`config.mk`:
```
export PLATFORM = sky130hd
export DESIGN_NAME = uart_cmd_decoder
export DESIGN_NICKNAME = d
export VERILOG_FILES = /design/src/rtl/alu_uart_pkg.sv /design/src/rtl/frame_timeout_cnt.sv /design/src/rtl/uart_cmd_decoder.sv
export SDC_FILE = /design/constraint.sdc
export NUM_CORES = 1
export LEC_CHECK = 0
export ABC_AREA = 0
export BUFFER_PORTS_ARGS = -buffer_cell sky130_fd_sc_hd__clkbuf_2
export CAP_MARGIN = 20
export CORE_MARGIN = 8
export CORE_UTILIZATION = 59
export DETAILED_ROUTE_END_ITERATION = 8
export PLACE_DENSITY = 0.83
export SKIP_LAST_GASP = 1
export SLEW_MARGIN = 20
export SYNTH_ARGS = -nofsm -noshare
export SYNTH_HDL_FRONTEND = slang
export SYNTH_SLANG_ARGS = --single-unit
```
`constraint.sdc`:
```
create_clock -name clock -period 3.5 [get_ports clock]
set_clock_uncertainty 0.15 [all_clocks]
set_input_delay 0.7 -clock clock [delete_from_list [all_inputs] [get_ports clock]]
set_output_delay 0.7 -clock clock [all_outputs]
set_load 0.05 [all_outputs]
```
`src/rtl/alu_uart_pkg.sv`:
```
// Shared types and constants for the UART command decoder.
// Frame states, error codes, sync default and opcode width.
package alu_uart_pkg;

    localparam int OP_W = 4;
    localparam logic [7:0] SYNC_DEFAULT = 8'hA5;

    typedef enum logic [2:0] {
        S_IDLE,
        S_GET_OP,
        S_GET_A,
        S_GET_B,
        S_CHK
    } state_t;

    localparam logic [1:0] ERR_OVERRUN = 2'b00;
    localparam logic [1:0] ERR_TIMEOUT = 2'b01;
    localparam logic [1:0] ERR_BADOP   = 2'b10;
    localparam logic [1:0] ERR_CHKSUM  = 2'b11;

    function automatic logic [7:0] frame_chk(
        input logic [OP_W-1:0] op,
        input logic [7:0]      a,
        input logic [7:0]      b
    );
        return {{(8-OP_W){1'b0}}, op} ^ a ^ b;
    endfunction

endpackage

```
`src/rtl/frame_timeout_cnt.sv`:
```
// Inter-byte gap counter; expired is high while the gap reaches
// TIMEOUT_CYC-1 cycles with the counter enabled.
module frame_timeout_cnt #(
    parameter int TIMEOUT_CYC = 25000
) (
    input  logic clock,
    input  logic reset,
    input  logic en,
    input  logic clr,
    output logic expired
);

    localparam int W = (TIMEOUT_CYC > 2) ? $clog2(TIMEOUT_CYC) : 1;
    localparam logic [W-1:0] LIMIT = W'(TIMEOUT_CYC - 1);

    logic [W-1:0] r_cnt;

    // Saturate at the limit; the FSM leaves the frame on expiry anyway.
    always_ff @(posedge clock) begin
        if (!reset || !en || clr) begin
            r_cnt <= '0;
        end else if (r_cnt != LIMIT) begin
            r_cnt <= r_cnt + 1'b1;
        end
    end

    assign expired = en && (r_cnt == LIMIT);

endmodule

```
`src/rtl/uart_cmd_decoder.sv`:
```
// Byte-stream frame decoder: SYNC, OPC, A, B (+CHK) to an ALU command.
// Define UART_CMD_CHECKSUM_EN to require a trailing XOR checksum byte.
module uart_cmd_decoder
    import alu_uart_pkg::*;
#(
    parameter logic [7:0] SYNC_BYTE   = SYNC_DEFAULT,
    parameter int          TIMEOUT_CYC = 25000
) (
    input  logic            clock,
    input  logic            reset,
    input  logic [7:0]      rx_value,
    input  logic            rx_valid,
    output logic            cmd_valid,
    input  logic            cmd_ready,
    output logic [OP_W-1:0] cmd_op,
    output logic [7:0]      cmd_a,
    output logic [7:0]      cmd_b,
    output logic            frame_err,
    output logic [1:0]      err_code
);

    state_t          r_state;
    state_t          w_state_nxt;
    logic [OP_W-1:0] r_op;
    logic [7:0]      r_a;
`ifdef UART_CMD_CHECKSUM_EN
    logic [7:0]      r_b;
`endif

    logic            w_expired;
    logic            w_done;
    logic            w_fail;
    logic [1:0]      w_fail_code;
    logic [7:0]      w_fin_b;
    logic            w_overrun;
    logic            w_accept;

    frame_timeout_cnt #(
        .TIMEOUT_CYC(TIMEOUT_CYC)
    ) u_timeout (
        .clock  (clock),
        .reset  (reset),
        .en     (r_state != S_IDLE),
        .clr    (rx_valid),
        .expired(w_expired)
    );

    always_ff @(posedge clock) begin
        if (!reset) begin
            r_state <= S_IDLE;
        end else begin
            r_state <= w_state_nxt;
        end
    end

    always_comb begin
        w_state_nxt = r_state;
        w_done      = 1'b0;
        w_fail      = 1'b0;
        w_fail_code = ERR_OVERRUN;
        w_fin_b     = rx_value;
        unique case (r_state)
            S_IDLE: begin
                if (rx_valid && rx_value == SYNC_BYTE) begin
                    w_state_nxt = S_GET_OP;
                end
            end
            S_GET_OP: begin
                if (rx_valid) begin
                    if (rx_value[7:OP_W] != '0) begin
                        w_state_nxt = S_IDLE;
                        w_fail      = 1'b1;
                        w_fail_code = ERR_BADOP;
                    end else begin
                        w_state_nxt = S_GET_A;
                    end
                end
            end
            S_GET_A: begin
                if (rx_valid) begin
                    w_state_nxt = S_GET_B;
                end
            end
            S_GET_B: begin
                if (rx_valid) begin
`ifdef UART_CMD_CHECKSUM_EN
                    w_state_nxt = S_CHK;
`else
                    w_state_nxt = S_IDLE;
                    w_done      = 1'b1;
`endif
                end
            end
`ifdef UART_CMD_CHECKSUM_EN
            S_CHK: begin
                w_fin_b = r_b;
                if (rx_valid) begin
                    w_state_nxt = S_IDLE;
                    if (rx_value == frame_chk(r_op, r_a, r_b)) begin
                        w_done = 1'b1;
                    end else begin
                        w_fail      = 1'b1;
                        w_fail_code = ERR_CHKSUM;
                    end
                end
            end
`endif
            default: w_state_nxt = S_IDLE;
        endcase
        // A byte arriving on the expiry cycle wins over the timeout.
        if (r_state != S_IDLE && !rx_valid && w_expired) begin
            w_state_nxt = S_IDLE;
            w_fail      = 1'b1;
            w_fail_code = ERR_TIMEOUT;
        end
    end

    assign w_accept  = cmd_valid && cmd_ready;
    assign w_overrun = w_done && cmd_valid && !cmd_ready;

    always_ff @(posedge clock) begin
        if (!reset) begin
            r_op      <= '0;
            r_a       <= '0;
`ifdef UART_CMD_CHECKSUM_EN
            r_b       <= '0;
`endif
            cmd_valid <= 1'b0;
            cmd_op    <= '0;
            cmd_a     <= '0;
            cmd_b     <= '0;
            frame_err <= 1'b0;
            err_code  <= 2'b00;
        end else begin
            frame_err <= w_fail || w_overrun;
            err_code  <= w_overrun ? ERR_OVERRUN :
                         (w_fail ? w_fail_code : 2'b00);
            if (rx_valid && r_state == S_GET_OP) r_op <= rx_value[OP_W-1:0];
            if (rx_valid && r_state == S_GET_A)  r_a  <= rx_value;
`ifdef UART_CMD_CHECKSUM_EN
            if (rx_valid && r_state == S_GET_B)  r_b  <= rx_value;
`endif
            if (w_done && !w_overrun) begin
                cmd_valid <= 1'b1;
                cmd_op    <= r_op;
                cmd_a     <= r_a;
                cmd_b     <= w_fin_b;
            end else if (w_accept) begin
                cmd_valid <= 1'b0;
            end
        end
    end

endmodule
```
# Word-level counts from Yosys, hierarchy flattened
# Cells that the tools add are included.
classes:
  addsub: 1
  n_eq_ne: 10
  muxes: 18
  bitwise: 4
  reduce_logical: 26
ops:
  columns: ["operator", "count"]
  rows:
  - ["adder 15 x 1 -> 15 bit (second input constant)", 1]
  - ["equality test 15 bit (second input constant)", 1]
  - ["inequality test 15 bit (second input constant)", 1]
  - ["2-to-1 mux 3 bit", 4]
  - ["one-hot mux 3 bit (4 select lines)", 1]
  - ["2-to-1 mux 1 bit", 11]
  - ["logical AND 1 bit", 10]
  - ["equality test 8 bit (second input constant)", 1]
  - ["inequality test 2 bit (second input constant)", 4]
  - ["equality test 3 x 2 -> 1 bit (second input constant)", 2]
  - ["OR reduction 6 bit", 1]
  - ["logical NOT 1 bit", 5]
  - ["2-to-1 mux 2 bit", 2]
  - ["inverter 1 bit", 4]
  - ["AND reduction 4 bit", 1]
  - ["nonzero test 4 bit", 1]
  - ["equality test 3 x 1 -> 1 bit (second input constant)", 1]
  - ["logical NOT 3 bit", 1]
  - ["logical OR 1 bit", 3]
  - ["nonzero test 3 bit", 1]
  - ["OR reduction 3 bit", 1]
  - ["nonzero test 2 bit", 1]
  - ["OR reduction 2 bit", 1]
word_totals:
  ff_bits: 54
  input_bits: 12
  output_inout_bits: 24
  word_cells: 70

# Longest topological paths before layout
# Gate-level depths: netlist of run 1.
depth:
  ltp_word: 7
  ltp_mapped: 6
  depth_no_buf: 5

# Modules after synthesis
# A second synthesis of run 1 with hierarchy kept.
unflattened:
  hier_cells: 246
  hier_area_um2: 2288.4
by_module_without_submodules:
  columns: ["module", "n_inst", "cells_each", "area_each_um2", "seq_area_each_um2"]
  rows:
  - ["uart_cmd_decoder", 1, 155, 1520.2, 760.7]
  - ["frame_timeout_cnt", 1, 91, 768.2, 300.3]

# Least setup slack after synthesis of run 1
# Ideal clock, no wire load.
synth_path:
  path_kind: "in2reg"
  from: "in rx_valid"
  to: "reg u_timeout.r_cnt[13]"
  setup_ps: 59
  t_arrival_ps: 1857
  required_ps: 3291
  setup_slack_ps: 1433
  cell_stages: 5
  path_buffers: 2
  cell_sequence: "buf_6 > or3_4 > buf_6 > or4_1 > nand2_1"
synth_via:
  elab_chain_cells: 1
synth_rtl:
  columns: ["item", "line", "rtl"]
  rows:
  - ["from (decl)", "uart_cmd_decoder.sv:12", "input logic rx_valid,"]
  - ["logical OR 1 bit", "frame_timeout_cnt.sv:20", "if (!reset || !en || clr) begin"]
  - ["to (signal assigned)", "frame_timeout_cnt.sv:23", "r_cnt <= r_cnt + 1'b1;"]
  - ["to (decl)", "frame_timeout_cnt.sv:16", "logic [W-1:0] r_cnt;"]
# No other way between the ends.
# A chain may end at the register's enable or synchronous reset.

# Worst setup path after layout of run 1
layout_path:
  from: "reg r_state[1]"
  to: "reg u_timeout.r_cnt[13]"
layout_via:
  elab_chain_cells: 4
layout_rtl:
  columns: ["item", "line", "rtl"]
  rows:
  - ["from (decl)", "uart_cmd_decoder.sv:22", "state_t r_state;"]
  - ["from (signal assigned)", "uart_cmd_decoder.sv:52", "r_state <= w_state_nxt;"]
  - ["nonzero test 3 bit", "uart_cmd_decoder.sv:43", ".en (r_state != S_IDLE),"]
  - ["logical NOT 1 bit", "frame_timeout_cnt.sv:20", null]
  - ["logical OR 1 bit (2 in series)", "frame_timeout_cnt.sv:20", null]
# No other way between the ends.

==> results_tabular.tex, run 1 <==
\begin{tabular}{lr}
\hline
Metric & Value \\
\hline
\multicolumn{2}{l}{\textbf{Status}} \\
Run status & complete, no violations \\
\multicolumn{2}{l}{\textbf{Die}} \\
Chip Width & 75.7 um \\
Cell row count & 21 \\
Die height & 75.7 um \\
Core area & 3390 um\^{}2 \\
Effective utilization at floorplan & 0.619 \\
Number of top-level design ports & 36 \\
Full die area & 5720 um\^{}2 \\
\multicolumn{2}{l}{\textbf{Worst setup path}} \\
Slowest cell delay on critical path & 0.58 ns \\
CP delay by family, top & simple AND/OR/NAND/NOR gates \\
CP required & 3.66 ns \\
Crit end category & flip-flop \\
Count of buffer and inverter cells on the critical path & 0 \\
Crit path max fanout & 16 \\
Cells traversed along the worst timing path & nor2\_1, or3\_4, or4\_1, nand2\_1 \\
Type of the worst setup path & flip-flop to flip-flop \\
Cell at the slowest stage of the critical path & sky130\_fd\_sc\_hd\_\_dfxtp\_1 \\
Critical path launch point type & flip-flop \\
Arrival time of the worst setup path & 2.13 ns \\
\multicolumn{2}{l}{\textbf{Detailed routing}} \\
Total routed wire length on the met1 layer & 2.08 mm \\
DRC & 0 \\
Highest metal layer used by the detailed router & met4 \\
TritonRoute pass-1 iters & 4 \\
Count of routing violations after the opening detailed-route iteration & 115 \\
Antenna violation net count after detailed routing & 0 \\
Routed wl met2 & 2.00 mm \\
Mean number of vias per cell & 5.49 \\
Via count of the routed design & 1750 \\
Average wire length per cell after detail routing & 13.7 um \\
Post-detailed-routing wire length & 4.37 mm \\
Met3 WL & 256 um \\
\multicolumn{2}{l}{\textbf{STA}} \\
Max Clock Freq & 0.507 GHz \\
Fin crit share & 0.564 \\
Slew at the pin closest to its max-slew limit & 0.786 ns \\
Setup Viol. Count Final & 0 \\
RSZ-0062 raised after global routing & false \\
Slew margin rel. & 0.476 \\
Final WS setup & 1.53 ns \\
Final Critical Period & 1.97 ns \\
Hold Slack & 0.312 ns \\
Final Hold Vio Count & 0 \\
Number of pins with negative max-slew slack in the final report & 0 \\
Post-route setup TNS & 0 ns \\
\multicolumn{2}{l}{\textbf{Yosys}} \\
Predominant post-synthesis flop cell & sky130\_fd\_sc\_hd\_\_dfxtp\_1 \\
Number of synthesized register bits & 53 \\
Cell types occupying the most area after synthesis & sky130\_fd\_sc\_hd\_\_dfxtp\_1 (51\%), sky130\_fd\_sc\_hd\_\_nand2\_1 (9.5\%), sky130\_fd\_sc\_hd\_\_a21oi\_1 (7.6\%) \\
Synthesized net count & 255 \\
Number of enable-type register cells in the synthesized netlist & 0 \\
Synthesized area divided by synthesized cell count & 8.68 um\^{}2 \\
Sequential element share of the synthesized area & 0.505 \\
Synth warn & 0 \\
Most numerous cell types in the synthesized netlist & sky130\_fd\_sc\_hd\_\_dfxtp\_1 (53), sky130\_fd\_sc\_hd\_\_nand2\_1 (53), sky130\_fd\_sc\_hd\_\_a21oi\_1 (32) \\
Async set-or-reset flop fraction in the synthesized netlist & 0 \\
Count of mapped cells out of synthesis & 242 \\
Library cells used by synthesis & 39 \\
Largest area contributor in the synthesized netlist & sky130\_fd\_sc\_hd\_\_dfxtp\_1 \\
Fraction of synthesized cell area taken by the top area cell type & 0.505 \\
Cell Area, Synth & 2100 um\^{}2 \\
\multicolumn{2}{l}{\textbf{Clocking}} \\
Post-CTS Setup Bufs & 0 \\
Clock root buffer & sky130\_fd\_sc\_hd\_\_clkbuf\_4 \\
H-tree depth & 2 \\
Number of cells upsized or downsized after cts & 0 \\
Cts hold-fix bufs & 0 \\
Clock buffer count from CTS & 5 \\
Num Clock Sinks & 53 \\
Clk\_lat worst skew & 0.37 ns \\
Worst-case clock buffer depth & 2 \\
CTS tree & yes \\
Clock slew seen by the registers of the worst setup and hold paths & 0.15 ns \\
\multicolumn{2}{l}{\textbf{Final layout}} \\
Share of cells above drive strength 1 & 0.183 \\
Antenna fix cells & 0 \\
Footprint of the multi-input gates & 965 um\^{}2 \\
Net count of the finished layout & 285 \\
Register area & 1060 um\^{}2 \\
Area added between synthesis and finish & 12.3\% \\
Number of fillers in the final layout & 286 \\
\multicolumn{2}{l}{\textbf{Place}} \\
Setup slack at placement & 1.34 ns \\
Detailed Place HPWL & 3.11 mm \\
Port buffer count & 35 \\
Final weighted congestion in routability-driven placement & 0.783 \\
\multicolumn{2}{l}{\textbf{Global route}} \\
Via count of the first global-routing pass & 1620 \\
Antenna violations before repair & 0 \\
Pin count of the biggest net entering global routing & 38 \\
Global-route usage over all layers & 0.159 \\
Wire length of the first global-routing pass & 7.02 mm \\
Residual overflow from global routing & 0 \\
\multicolumn{2}{l}{\textbf{Flow run}} \\
Max-cap viol count & 0 \\
\multicolumn{2}{l}{\textbf{Power}} \\
Net Switching & 198 uW \\
Fraction of power spent switching nets & 0.206 \\
Comb power frac & 0.023 \\
Share of power burned in the clock network & 0.349 \\
Cell Pwr Density & 408 nW/um\^{}2 \\
Maximum resistive drop on vdd & 0.312 mV \\
Part of the power in registers & 0.628 \\
Leakage power total & 0.935 nW \\
Cell internal power dissipation & 763 uW \\
\multicolumn{2}{l}{\textbf{Hold path}} \\
Hold Path Class & flip-flop to flip-flop \\
\hline
\end{tabular}
-- logic make-up after synthesis --
| logic type | Yosys count | share of synthesized area |
|---|---|---|
| AOI/OAI and AO/OA | 45 | 0.118 |
| xor gates and xnor gates | 7 | 0.0292 |
| adders and majority gates | 1 | 0.00596 |
| buffers and inverters | 15 | 0.0352 |
| DFF | 53 | 0.505 |
| muxes | 9 | 0.0429 |
| and+or+nand+nor | 112 | 0.263 |
-- metal layers --
| layer | vias to the layer above | track usage |
|---|---|---|
| met4 | 0 | 0.0554 |
| met1 | 822 | 0.198 |
| met3 | 2 | 0.0487 |
| met2 | 38 | 0.253 |
| li1 | 888 | - |
| met5 | - | 0 |
-- power groups by stage --
stage                     Sequential (mW)  Combinational [mW]  Clock (mW)
after floorplan                     0.617              0.0102           0
after global placement              0.617              0.0219           0
after detailed placement            0.617              0.0220           0
after CTS                           0.604              0.0223       0.344
after global routing                0.604              0.0243       0.361
final                               0.604              0.0226       0.335
-- placed cells by master, fill, tap and decap left out, types with 2 or more instances in the layout --
| cell | synthesis | final |
|---|---|---|
| sky130_fd_sc_hd__nand3_1 | 5 | 5 |
| sky130_fd_sc_hd__or4_1 | 4 | 4 |
| sky130_fd_sc_hd__o21ai_0 | 6 | 6 |
| sky130_fd_sc_hd__xor2_1 | 6 | 6 |
| sky130_fd_sc_hd__clkbuf_4 | 0 | 5 |
| sky130_fd_sc_hd__a21oi_1 | 32 | 32 |
| sky130_fd_sc_hd__nand2_1 | 53 | 53 |
| sky130_fd_sc_hd__nor2_1 | 21 | 21 |
| sky130_fd_sc_hd__and3_1 | 2 | 2 |
| sky130_fd_sc_hd__nand2b_1 | 2 | 2 |
| sky130_fd_sc_hd__nand4_1 | 3 | 3 |
| sky130_fd_sc_hd__and2_1 | 2 | 2 |
| sky130_fd_sc_hd__clkbuf_2 | 0 | 35 |
| sky130_fd_sc_hd__mux2i_1 | 9 | 9 |
| sky130_fd_sc_hd__buf_4 | 0 | 2 |
| sky130_fd_sc_hd__or3_1 | 4 | 4 |
| sky130_fd_sc_hd__dfxtp_1 | 53 | 53 |
| sky130_fd_sc_hd__nand3b_1 | 5 | 5 |
| sky130_fd_sc_hd__o211ai_1 | 2 | 2 |
-- flip-flops by register name, indices dropped and copies added, names as in the netlist --
signal and flops:
u_timeout.r_cnt 15, cmd_a 8, cmd_b 8, r_a 8, cmd_op 4, r_op 4, err_code 2, r_state 2
cmd_valid 1, frame_err 1
-- tightest hold or removal path, delay by kind of cell, from the launching register on --
family / cells / cell delay, ns
simple gates: 1 / 0.05
compound gates: 1 / 0.05
flops: 1 / 0.34
-- worst paths after layout --
kind	from	end	slack (ns)	cells after the start
setup / recovery	r_state[1]	u_timeout.r_cnt[13]	1.53	4
hold / removal	r_op[2]	cmd_op[2]	0.31	2
setup reg to reg	r_state[1]	u_timeout.r_cnt[13]	1.53	4
hold reg to reg	r_op[2]	cmd_op[2]	0.31	2
-- stage by stage --
step | total power, mW | instances | utilization | cell area [um^2]
final | 0.961 | 319 | 0.695 | 2360
after global routing | 0.989 | 319 | 0.695 | 2360
after CTS | 0.969 | 319 | 0.695 | 2360
after detailed placement | 0.639 | 311 | 0.672 | 2280
after global placement | 0.639 | 311 | 0.672 | 2280
after floorplan | 0.627 | 242 | - | 2100
-- final cells by class --
| cell class | instances | share of cell area |
|---|---|---|
| Multi-Input combinational cell | 174 | 0.409 |
| Timing Repair Buffer | 37 | 0.0807 |
| Clock inverter | 2 | 0.0165 |
| Tap cell | 46 | 0.0244 |
| Inverter | 1 | 0.00159 |
| Sequential cell | 53 | 0.450 |
| Clock buffer | 6 | 0.0175 |
Note: power is estimated with default switching activity, not from simulation.
==> inputs of run 2 (changes only) <==
--- a/config.mk
+++ b/config.mk
@@ -9,9 +9,9 @@
 export BUFFER_PORTS_ARGS = -buffer_cell sky130_fd_sc_hd__clkbuf_2
 export CAP_MARGIN = 20
 export CORE_MARGIN = 8
-export CORE_UTILIZATION = 59
+export CORE_UTILIZATION = 54
 export DETAILED_ROUTE_END_ITERATION = 8
-export PLACE_DENSITY = 0.83
+export PLACE_DENSITY = 0.77
 export SKIP_LAST_GASP = 1
 export SLEW_MARGIN = 20
 export SYNTH_ARGS = -nofsm -noshare
==> constraint.sdc (replaced) <==
create_clock -name clock -period 1.95 [get_ports clock]
set_clock_uncertainty 0.15 [all_clocks]
set_input_delay 0.39 -clock clock [delete_from_list [all_inputs] [get_ports clock]]
set_output_delay 0.39 -clock clock [all_outputs]
set_load 0.05 [all_outputs]
==> run 2 against run 1 <==
Against the previous run:
- die area rose by 7.3%
- global-route usage decreased by 0.78 points
- via count about the same
==> results_tabular.tex, run 2 (same netlist as run 1, synthesis figures left out) <==
\begin{tabular}{lr}
\hline
Metric & Value \\
\hline
\multicolumn{2}{l}{\textbf{Status}} \\
Run status & complete, no violations \\
\multicolumn{2}{l}{\textbf{Die}} \\
Core area & 3690 um\^{}2 (+8.8\%) \\
Cell row count & 22 (+4.8\%) \\
Die height & 78.4 um (+3.6\%) \\
Number of top-level design ports & 36 (unchanged) \\
Effective utilization at floorplan & 0.569 (-0.0502) \\
Chip Width & 78.4 um (+3.6\%) \\
Full die area & 6140 um\^{}2 (+7.3\%) \\
\multicolumn{2}{l}{\textbf{Clocking}} \\
Clock root buffer & sky130\_fd\_sc\_hd\_\_clkbuf\_8 \\
Clock buffer count from CTS & 5 (unchanged) \\
Number of cells upsized or downsized after cts & 0 (unchanged) \\
CTS tree & yes \\
Clk\_lat worst skew & 0.30 ns (-0.07 ns) \\
Cts hold-fix bufs & 0 (unchanged) \\
Worst-case clock buffer depth & 2 (unchanged) \\
Num Clock Sinks & 53 (unchanged) \\
H-tree depth & 2 (unchanged) \\
Post-CTS Setup Bufs & 0 (unchanged) \\
Clock slew seen by the registers of the worst setup and hold paths & 0.09 ns (-0.06 ns) \\
\multicolumn{2}{l}{\textbf{Place}} \\
Number of placed instances with taps included & 319 (+2.6\%) \\
Port buffer count & 35 (unchanged) \\
Detailed Place HPWL & 3.20 mm (+2.8\%) \\
Final weighted congestion in routability-driven placement & 0.816 (+4.2\%) \\
\multicolumn{2}{l}{\textbf{STA}} \\
Setup Viol. Count Final & 0 (unchanged) \\
Number of pins with negative max-slew slack in the final report & 0 (unchanged) \\
Slew at the pin closest to its max-slew limit & 0.376 ns (-0.410 ns) \\
Final Critical Period & 1.76 ns (-0.209 ns) \\
RSZ-0062 raised after global routing & false \\
Final Hold Vio Count & 0 (unchanged) \\
Fin crit share & 0.904 (+0.341) \\
Max Clock Freq & 0.567 GHz (+12\%) \\
Slew margin rel. & 0.749 (+0.273) \\
Post-route setup TNS & 0 ns (unchanged) \\
\multicolumn{2}{l}{\textbf{Final layout}} \\
Commonest cells after routing, fill and taps aside & sky130\_fd\_sc\_hd\_\_nand2\_1 (53), sky130\_fd\_sc\_hd\_\_dfxtp\_1 (53), sky130\_fd\_sc\_hd\_\_clkbuf\_2 (35) \\
Share of cells above drive strength 1 & 0.201 (+0.0176) \\
Max reg flops & 15 (unchanged) \\
Register ranked first by flip-flop count & u\_timeout.r\_cnt \\
Area added between synthesis and finish & 14.7\% \\
Layout Cells excl Fill & 327 (+2.5\%) \\
Number of fillers in the final layout & 318 (+11\%) \\
Antenna fix cells & 0 (unchanged) \\
Net count of the finished layout & 291 (+2.1\%) \\
\multicolumn{2}{l}{\textbf{Detailed routing}} \\
Met3 WL & 266 um (+3.9\%) \\
TritonRoute pass-1 iters & 4 (unchanged) \\
Average wire length per cell after detail routing & 13.5 um (-1.4\%) \\
Post-detailed-routing wire length & 4.41 mm (+1.1\%) \\
Routed wl met2 & 1.96 mm (-2.1\%) \\
Mean number of vias per cell & 5.35 (-2.5\%) \\
DRC & 0 (unchanged) \\
Count of routing violations after the opening detailed-route iteration & 155 (+35\%) \\
Total routed wire length on the met1 layer & 2.16 mm (+3.7\%) \\
Via count of the routed design & 1749 (-0.057\%) \\
Highest metal layer used by the detailed router & met4 \\
Antenna violation net count after detailed routing & 0 (unchanged) \\
\multicolumn{2}{l}{\textbf{Worst setup path}} \\
Crit end category & flip-flop \\
Crit path max fanout & 5 (-11) \\
Arrival time of the worst setup path & 1.85 ns (-0.28 ns) \\
Critical path launch point type & flip-flop \\
CP required & 2.04 ns (-1.62 ns) \\
Type of the worst setup path & flip-flop to flip-flop \\
R2R depth & 5 (+1) \\
\multicolumn{2}{l}{\textbf{Global route}} \\
Global-route usage over all layers & 0.151 (-0.00783) \\
Via count of the first global-routing pass & 1730 (+6.8\%) \\
Pin count of the biggest net entering global routing & 38 (unchanged) \\
Antenna violations before repair & 0 (unchanged) \\
Residual overflow from global routing & 0 (unchanged) \\
Wire length of the first global-routing pass & 7.65 mm (+8.9\%) \\
\multicolumn{2}{l}{\textbf{Power}} \\
Fraction of power spent switching nets & 0.213 (+0.00701) \\
Cell internal power dissipation & 1.34 mW (+76\%) \\
Comb power frac & 0.025 (+0.002) \\
Maximum resistive drop on vdd & 0.558 mV (+79\%) \\
Share of power burned in the clock network & 0.343 (-0.006) \\
Leakage power total & 0.965 nW (+3.1\%) \\
Net Switching & 365 uW (+84\%) \\
Cell Pwr Density & 710 nW/um\^{}2 (+74\%) \\
Part of the power in registers & 0.633 (+0.005) \\
\multicolumn{2}{l}{\textbf{Hold path}} \\
Cell depth of the worst min-delay path & 2 (unchanged) \\
Hold Path Class & input port to flip-flop \\
\multicolumn{2}{l}{\textbf{Flow run}} \\
Max-cap viol count & 0 (unchanged) \\
\hline
\end{tabular}
## run 2: changes by cell type in the layout (fill, tap and decap cells not counted), sizes merged
cell	change
clkinv	+1
buf	+6
bufinv	-1
## run 2: routing by layer
layer,vias up,GRT usage
li1,903,-
met1,805,0.189
met2,37,0.229
met3,4,0.0626
met4,0,0.0537
met5,-,0
## run 2: worst paths after layout
| kind | from | endpoint | slack (ns) |
|---|---|---|---|
| worst min register to register | cmd_op[2] | cmd_op[2] | 0.31 |
| worst min-delay path | reset | err_code[1] | 0.18 |
| worst max register to register | u_timeout.r_cnt[0] | u_timeout.r_cnt[14] | 0.19 |
| worst max-delay path | u_timeout.r_cnt[0] | u_timeout.r_cnt[14] | 0.19 |
## run 2: power by group through the flow
stage,clock [mW],combinational [mW],sequential (mW)
final,0.586,0.0422,1.08
after floorplan,0,0.0184,1.11
after global routing,0.645,0.0451,1.08
after detailed placement,0,0.0419,1.11
after CTS,0.606,0.0418,1.08
after global placement,0,0.0412,1.11
## run 2: stage by stage
stage                     setup slack [ns]  hold WS (ns)  area [um^2]   util  total power, mW
after floorplan                      0.193         0.278         2100      -             1.13
after global placement               0.214         0.288         2320  0.630             1.15
after detailed placement             0.182         0.294         2320  0.630             1.15
after CTS                            0.175         0.173         2410  0.653             1.73
after global routing                0.0552         0.192         2410  0.653             1.77
final                                0.187         0.183         2410  0.653             1.71
## run 2: area by class of cell
class	instances	area, um^2	area share
sequential	53	1060	0.441
multi-input combinational	174	965	0.401
timing repair buffer	43	235	0.0977
clock buffer	6	72.6	0.0301
tap	48	60.1	0.0249
clock inverter	2	10.0	0.00416
inverter	1	3.75	0.00156
## run 2: critical path: stages, from the launching register on
cell,delay [ns]
sky130_fd_sc_hd__dfxtp_1,0.37
sky130_fd_sc_hd__ha_1,0.21
sky130_fd_sc_hd__and2_1,0.21
sky130_fd_sc_hd__nand2_1,0.14
sky130_fd_sc_hd__or4_1,0.48
sky130_fd_sc_hd__a21oi_1,0.15
